File: src/rtl/ahb_mux_m2s.sv
// Master-to-slave AHB-Lite mux: arbitrates M1/M2/default and steers address/control by owner, write data by data-phase owner.
// Grant registered one HREADY edge after request; ownership one edge after grant; all state frozen while HREADY=0.
module ahb_mux_m2s #(
    parameter int ADDR_BITS = 32,
    parameter int DATA_BITS = 32
) (
    input  logic                 HCLK,
    input  logic                 HRESET,
    input  logic                 HREADY,
    input  logic                 HBUSREQ_M1,
    input  logic                 HBUSREQ_M2,
    input  logic                 HLOCK_M1,
    input  logic                 HLOCK_M2,
    input  logic [ADDR_BITS-1:0] HADDR_M1,
    input  logic [1:0]           HTRANS_M1,
    input  logic                 HWRITE_M1,
    input  logic [2:0]           HSIZE_M1,
    input  logic [2:0]           HBURST_M1,
    input  logic [DATA_BITS-1:0] HWDATA_M1,
    input  logic [ADDR_BITS-1:0] HADDR_M2,
    input  logic [1:0]           HTRANS_M2,
    input  logic                 HWRITE_M2,
    input  logic [2:0]           HSIZE_M2,
    input  logic [2:0]           HBURST_M2,
    input  logic [DATA_BITS-1:0] HWDATA_M2,
    output logic                 HGRANT_M1,
    output logic                 HGRANT_M2,
    output logic [1:0]           HMASTER,
    output logic                 HMASTLOCK,
    output logic [ADDR_BITS-1:0] HADDR,
    output logic [1:0]           HTRANS,
    output logic                 HWRITE,
    output logic [2:0]           HSIZE,
    output logic [2:0]           HBURST,
    output logic [DATA_BITS-1:0] HWDATA
);

    localparam logic [1:0] MST_DEF      = 2'd0;
    localparam logic [1:0] MST_M1       = 2'd1;
    localparam logic [1:0] MST_M2       = 2'd2;
    localparam logic [1:0] TRANS_IDLE   = 2'b00;
    localparam logic [1:0] TRANS_NONSEQ = 2'b10;
    localparam logic [1:0] TRANS_SEQ    = 2'b11;

    logic [1:0] gnt;
    logic [1:0] gnt_next;
    logic [1:0] dmaster;
    logic [1:0] last_served;
    logic [4:0] cnt;
    logic [4:0] cnt_next;
    logic       gnt_lock;
    logic       hold;

    // Beats remaining after a NONSEQ; undefined-length INCR counts as a single beat.
    function automatic logic [4:0] burst_last(input logic [2:0] burst);
        case (burst[2:1])
            2'b01:   return 5'd3;
            2'b10:   return 5'd7;
            2'b11:   return 5'd15;
            default: return 5'd0;
        endcase
    endfunction

    always_comb begin
        HADDR  = '0;
        HTRANS = TRANS_IDLE;
        HWRITE = 1'b0;
        HSIZE  = 3'b010;
        HBURST = 3'b000;
        case (HMASTER)
            MST_M1: begin
                HADDR  = HADDR_M1;
                HTRANS = HTRANS_M1;
                HWRITE = HWRITE_M1;
                HSIZE  = HSIZE_M1;
                HBURST = HBURST_M1;
            end
            MST_M2: begin
                HADDR  = HADDR_M2;
                HTRANS = HTRANS_M2;
                HWRITE = HWRITE_M2;
                HSIZE  = HSIZE_M2;
                HBURST = HBURST_M2;
            end
            default: ;
        endcase
    end

    always_comb begin
        HWDATA = '0;
        case (dmaster)
            MST_M1:  HWDATA = HWDATA_M1;
            MST_M2:  HWDATA = HWDATA_M2;
            default: ;
        endcase
    end

    always_comb begin
        cnt_next = cnt;
        if (HTRANS == TRANS_NONSEQ) begin
            cnt_next = burst_last(HBURST);
        end else if (HTRANS == TRANS_SEQ && cnt != 5'd0) begin
            cnt_next = cnt - 5'd1;
        end
    end

    assign gnt_lock = (gnt == MST_M1 && HLOCK_M1) || (gnt == MST_M2 && HLOCK_M2);
    // Release the grant one beat early so the next owner's address phase overlaps the last data beat.
    assign hold     = gnt_lock || (cnt_next >= 5'd2);

    always_comb begin
        gnt_next = gnt;
        if (!hold) begin
            if (HBUSREQ_M1 && HBUSREQ_M2) begin
                gnt_next = (last_served == MST_M1) ? MST_M2 : MST_M1;
            end else if (HBUSREQ_M1) begin
                gnt_next = MST_M1;
            end else if (HBUSREQ_M2) begin
                gnt_next = MST_M2;
            end else begin
                gnt_next = MST_DEF;
            end
        end
    end

    always_ff @(posedge HCLK or posedge HRESET) begin
        if (HRESET) begin
            gnt         <= MST_DEF;
            HMASTER     <= MST_DEF;
            HMASTLOCK   <= 1'b0;
            dmaster     <= MST_DEF;
            cnt         <= 5'd0;
            last_served <= MST_M2;
        end else if (HREADY) begin
            gnt       <= gnt_next;
            HMASTER   <= gnt;
            HMASTLOCK <= gnt_lock;
            dmaster   <= HMASTER;
            cnt       <= cnt_next;
            if (HMASTER != MST_DEF && HTRANS == TRANS_NONSEQ) begin
                last_served <= HMASTER;
            end
        end
    end

    assign HGRANT_M1 = (gnt == MST_M1);
    assign HGRANT_M2 = (gnt == MST_M2);

endmodule

File: config.mk
export PLATFORM = sky130hd
export DESIGN_NAME = ahb_mux_m2s
export DESIGN_NICKNAME = d
export VERILOG_FILES = /design/src/rtl/ahb_mux_m2s.sv
export SDC_FILE = /design/constraint.sdc
export NUM_CORES = 1
export LEC_CHECK = 0
export BUFFER_PORTS_ARGS = -buffer_cell sky130_fd_sc_hd__buf_4
export CELL_PAD_IN_SITES_DETAIL_PLACEMENT = 1
export CELL_PAD_IN_SITES_GLOBAL_PLACEMENT = 1
export CORE_ASPECT_RATIO = 0.5
export CORE_UTILIZATION = 18
export CTS_CLUSTER_DIAMETER = 50
export DETAILED_ROUTE_END_ITERATION = 8
export PLACE_DENSITY_LB_ADDON = 0.2
export SYNTH_ARGS = -nofsm -noshare
export SYNTH_HDL_FRONTEND = slang
export SYNTH_SLANG_ARGS = --single-unit
File: constraint.sdc
create_clock -name HCLK -period 2 [get_ports HCLK]
set_input_delay 0.1 -clock HCLK [delete_from_list [all_inputs] [get_ports HCLK]]
set_output_delay 0.1 -clock HCLK [all_outputs]
set_load 0.1 [all_outputs]
==> results.yml, run 1 <==
worst_setup_path:
  r2r_start: "HMASTER[1]"
  worst_r2r_endpoint: "gnt[1]"
  critPathRequiredTime_ns: 2.13
  startpoint_type: "register"
  critPathKind: "reg2reg"
  worstSetupEndpointType: "register"
  crit_fanout: 6
  r2r_cells: 8
  cp.arrival_ns: 2.21
  ff2ff_setup_slack_ns: -0.08
min_path:
  min_path_cells: 3
  hold_end: "gnt[0]"
  min_path_type: "in2reg"
  hold_path_startpoint: "HBUSREQ_M1"
job:
  cap_viol_max_count: 0
cts:
  numCtsBuffers: 3
  clock-sinks: 14
  cts_tree: "done"
  clkLatencyLatePin_ns: 0.25
  htree_levels: 1
  clockBufferDepth: 2
  clockRootBuffer: "clkbuf_16"
  clk_pin_slew_ns: 0.05
status:
  violations: "negative setup slack"
  status: "complete, but fails checks"
yosys:
  syn_area_sq_um: 1870
  synthCells: 265
  seq_area_frac_synth: 0.188
  synth_edf_count: 0
  synth_seq_cells: 14
  synth-main-ff-cell: "dfrtp_1"
  synthArstFlopShare: 1.00
  synth_area_per_cell_sq_um: 7.06
  yosys_warnings: 0
  synth_cell_type_count: 37
  synth_nets: 424
timing:
  maxSlewViolCount: 0
  hold_violations: 0
  setup-tns-final_ns: -0.110
  relSlewSlack: 0.613
  tightest_slew_ns: 0.579
  fin_crit_ns: 2.08
  fin_crit_sh: 1.04
  skew_ns: 0.00155
  fmax_mhz: 481
  rsz0062_at_grt: "yes"
  setup_slack_ns: -0.0811
  finalSetupViolCount: 2
placed_design:
  gp_congestion: 0.820
  port_buffers: 230
  dp.cells: 633
  hpwl_microns: 7920
  placed_area_sq_um: 4300
  dp_worst_setup_slack_ns: -0.0960
die:
  die_area_sq_um: 10800
  die_height_microns: 74.1
  start_util: 0.192
  chipWidth_microns: 146
  core_area_sq_um: 9760
  pin_count: 231
  rows: 25
grt:
  grt_max_degree: 33
  grt_pass1_vias: 2913
  track_usage: 0.175
  grt_pass1_wl_microns: 15300
  antenna_found_initial: 0
  grt_remaining_overflow: 0
pwr:
  leakagePower_nw: 2.20
  ir_drop_uv: 821
  power.density_nw_per_um2: 2010
final_layout:
  drive_above_1_share: 0.697
  diodes: 0
  fin_area_sq_um: 4550
  layout.nets: 665
  fin_cells: 640
  finish.utilization: 0.466
  area_growth_pct: 143
  fill_cells: 1176
route:
  drtAntennaViolNets: 0
  vias: 2935
  drc: 0
  wirelength_microns: 9990
  drtPass1Iterations: 4
  drt-initial-drc-count: 90
  routedWlPerCell_microns: 15.6
  post_drt_via_cell_ratio: 4.59
==> flip-flops by register name, summed over array words and instances, names as in the netlist <==
signal / cells
cnt: 5
HMASTLOCK: 1
HMASTER: 2
last_served: 2
gnt: 2
dmaster: 2
==> power by group <==
| part | total (mW) | switching (mW) | internal (mW) |
|---|---|---|---|
| clock network | 0.428 | 0.124 | 0.304 |
| registers | 0.546 | 0.127 | 0.418 |
| logic | 8.16 | 5.67 | 2.49 |
| total | 9.13 | 5.92 | 3.21 |
==> critical path, cell delays in order, from the launching register on <==
cell and delay (ns):
dfrtp_4 0.50, ha_4 0.20, a22o_4 0.27, nand2_4 0.13, inv_8 0.04, a32oi_2 0.24, nand2_1 0.13, nor3_4 0.16
mux2_4 0.31
==> layer usage <==
layer | global-route usage | share of wire
met2 | 0.304 | 0.48
met5 | 0 | 0
met4 | 0.0417 | 0.010
met1 | 0.227 | 0.44
met3 | 0.0331 | 0.070
==> per-stage QoR <==
stage	power (mW)	hold slack [ns]
global placement	8.43	0.193
finish	9.13	0.145
global route	9.53	0.174
floorplan	6.86	-0.0115
detailed placement	8.47	0.205
CTS	9.01	0.144
==> Yosys cell counts (all sizes together), types with 3 or more instances <==
library cell / n / area [sq um]
clkbuf: 22 / 83.8
a21oi: 4 / 20.0
nand2: 13 / 51.3
nor2b: 40 / 250
a31oi: 3 / 18.8
o21ai: 17 / 88.8
nor3: 3 / 26.3
a22oi: 72 / 546
nor2: 38 / 143
dfrtp: 13 / 325
inv: 12 / 45.0
ha: 6 / 75.1
==> cells in the final DEF, fill, tap and decap left out, drive strengths merged <==
cell type / netlist / final
buf: 2 / 259
a22oi: 72 / 72
nor2b: 40 / 40
nor2: 38 / 38
o21ai: 17 / 17
dfrtp: 13 / 13
nand2: 13 / 13
inv: 12 / 12
ha: 6 / 6
a21oi: 4 / 4
clkbuf: 22 / 4
a31oi: 3 / 3
nor3: 3 / 3
a22o: 2 / 2
o211ai: 2 / 2
nand2b: 2 / 2
and2: 2 / 2
o31ai: 1 / 1
a2bb2oi: 1 / 1
nor4: 1 / 1
or3: 1 / 1
nor3b: 1 / 1
a221o: 1 / 1
a32oi: 1 / 1
mux2: 1 / 1
o21a: 1 / 1
nand3: 1 / 1
mux2i: 1 / 1
dlygate4sd3: 0 / 1
dfstp: 1 / 1
==> cells by family (layout without fill, tap and decap cells) <==
kind of cell / count (synthesis) / in the layout / share of synthesized area
muxes: 2 / 2 / 0.0134
buffers and inverters: 36 / 276 / 0.0729
DFF: 14 / 14 / 0.188
adders and majority gates: 6 / 6 / 0.0401
and+or+nand+nor: 102 / 102 / 0.282
AOI/OAI and AO/OA: 105 / 105 / 0.404
==> final cells by class <==
class	count	area, sq um	share of cell area
Inverter	12	57.6	0.0127
Sequential cell	14	359	0.0790
Multi-Input combinational cell	215	1830	0.401
Tap cell	135	169	0.0371
Timing Repair Buffer	260	2050	0.450
Clock buffer	4	88.8	0.0195
==> how the worst max path moves through the flow <==
stage / from / to / slack (ns)
2_1_floorplan: dmaster[0] / HWDATA[9] / -0.40
3_3_place_gp: HMASTER[1] / gnt[1] / -0.05
3_5_place_dp: HMASTER[1] / gnt[1] / -0.1
4_1_cts: HMASTER[1] / gnt[1] / -0.07
5_1_grt: HMASTER[1] / gnt[1] / -0.16
6_report: HMASTER[1] / gnt[1] / -0.08
==> timing repair <==
item | 4_1_cts | 5_1_grt
hold endpoints to repair | 13 | 0
setup endpoints to repair | 27 | 38
gates resized for setup | 9 | 22
setup buffers | 1 | 1
gates cloned | 0 | 0
hold buffers | 1 | 0
pin swaps | 3 | 2
Note: power is estimated with default switching activity, not from simulation.
==> inputs of run 2 (changes only) <==
Clock period 2 ns to 1.7 ns, I/O delays scaled along.
==> run 2 against run 1 <==
First-iteration DRC count fell by 28%. Largest power group unchanged. Highest routed layer unchanged. Combinational power rose by 61%. Design area rose by 36%. The flow still finishes with violations (negative setup slack). Clock-buffer cell count did not move. Sequential share of layout area fell by 2.1 points. Utilization rose by 17 points. Total power rose by 57%. Cell count rose by 3.9%.
==> results.yml, run 2 (synthesis results as in run 1) <==
timing:
  fmax_mhz: 476
  maxSlewViolCount: 0
  relSlewSlack: 0.596
  rsz0062_at_grt: "yes"
  hold_violations: 0
  tightest_slew_ns: 0.605
  fin_crit_ns: 2.10
  setup_slack_ns: -0.399
  fin_crit_sh: 1.23
  skew_ns: 0.00303
  finalSetupViolCount: 48
grt:
  grt_pass1_wl_microns: 17700
  grt_max_degree: 33
  grt_remaining_overflow: 0
  grt_pass1_vias: 3390
  track_usage: 0.205
  antenna_found_initial: 0
worst_setup_path:
  critPathKind: "reg2reg"
  startpoint_type: "register"
  critPathBufInv: 1
  crit_chain: "ha_4, a22oi_2, buf_6, o211ai_1, a32oi_2, nand2_1, nor3_4, mux2_4"
  crit_fanout: 7
  max_stage_delay_ns: 0.51
  cp.arrival_ns: 2.23
  worstSetupEndpointType: "register"
  slowest_stage: "dfrtp_4"
  critPathRequiredTime_ns: 1.84
  cp_top_family: "compound AO/OA/AOI/OAI gates"
placed_design:
  hpwl_microns: 7940
  port_buffers: 230
  placed_area_sq_um: 4600
  gp_congestion: 0.773
die:
  die_height_microns: 74.1
  pin_count: 231
  rows: 25
  chipWidth_microns: 146
  core_area_sq_um: 9760
  die_area_sq_um: 10800
  start_util: 0.192
status:
  status: "complete, but fails checks"
  violations: "negative setup slack"
job:
  cap_viol_max_count: 0
cts:
  clockRootBuffer: "clkbuf_16"
  clkLatencyLatePin_ns: 0.25
  numCtsBuffers: 3
  htree_levels: 1
  cts_tree: "done"
  clk_pin_slew_ns: 0.05
  clockBufferDepth: 2
  clock-sinks: 14
route:
  drc: 0
  drt-initial-drc-count: 65
  drtAntennaViolNets: 0
  drtPass1Iterations: 4
  routedWlPerCell_microns: 19.6
  wirelength_microns: 13000
  vias: 3160
  post_drt_via_cell_ratio: 4.75
pwr:
  leakagePower_nw: 2.62
  power.density_nw_per_um2: 2320
  ir_drop_uv: 1320
final_layout:
  regMostFlops: "cnt"
  finish.utilization: 0.633
  area_growth_pct: 230
  diodes: 0
  largest_reg_flops: 5
  most-common-layout-cells: "188 x buf_4, 60 x a22oi_2, 55 x buf_12"
  layout.nets: 690
  fin_area_sq_um: 6170
  layout_commonest_cell: "buf_4"
  drive_above_1_share: 0.853
min_path:
  min_path_type: "in2reg"
## run 2: changes by cell type in the layout (fill, tap and decap cells not counted), moves of 3 or more
| cell | delta |
|---|---|
| a22oi_1 | -59 |
| a22oi_2 | +59 |
| buf_12 | +55 |
| buf_4 | -47 |
| nor2_4 | +31 |
| nor2_2 | -23 |
| buf_8 | +11 |
| nor2_1 | -8 |
| bufbuf_16 | +3 |
## run 2: per-layer routing
| metal | track usage | routed length, microns | vias up | share of wire |
|---|---|---|---|---|
| met2 | 0.437 | 7380 | 121 | 0.57 |
| met4 | 0.0220 | 63 | 0 | 0.0048 |
| met5 | 0 | 0 | - | 0 |
| met3 | 0.0509 | 835 | 7 | 0.064 |
| met1 | 0.212 | 4760 | 1525 | 0.36 |
| li1 | - | - | 1507 | - |
## run 2: tightest hold or removal path: stages
cell     delay [ns]
buf_4          0.11
o21ai_0        0.07
mux2i_1        0.07
## run 2: through the flow
step	setup slack [ns]	TNS, ns	std cells	total power, mW	hold WS, ns
floorplan	-0.565	-13.80	265	8.50	-0.0265
global placement	-0.367	-10.30	638	10.7	0.198
detailed placement	-0.398	-11.20	638	10.7	0.205
CTS	-0.352	-10.65	652	13.5	0.132
global route	-0.478	-15.30	665	14.8	0.142
finish	-0.399	-12.73	665	14.3	0.128
## run 2: final timing paths
path	from	end	slack (ns)	depth (start not counted)
worst min register to register	last_served[1]	last_served[1]	0.47	2
min in group asynchronous	HRESET	last_served[0]	0.47	3
worst max register to register	HMASTER[1]	gnt[1]	-0.40	8
worst min-delay path	HBUSREQ_M1	gnt[0]	0.13	3
max in group asynchronous	HRESET	HMASTER[0]	0.79	3
worst max-delay path	HMASTER[1]	gnt[1]	-0.40	8
## run 2: what timing repair did
action / 4_1_cts / 5_1_grt
pin swaps: 3 / 4
setup endpoints to repair: 80 / 80
buffers inserted: 6 / 11
hold buffers: 1 / 0
resized for setup: 217 / 57
cloned: 4 / 3
hold endpoints to repair: 13 / 0
## run 2: cell type report
type	instances	area, sq um
timing repair buffer	285	3140
tap	135	169
fill	978	3590
multi-input combinational	215	2360
inverter	12	60.1
sequential	14	359
clock buffer	4	88.8
## run 2: power breakdown
part / internal (mW) / switching (mW)
clock network: 0.358 / 0.164
logic: 5.29 / 7.85
registers: 0.492 / 0.149
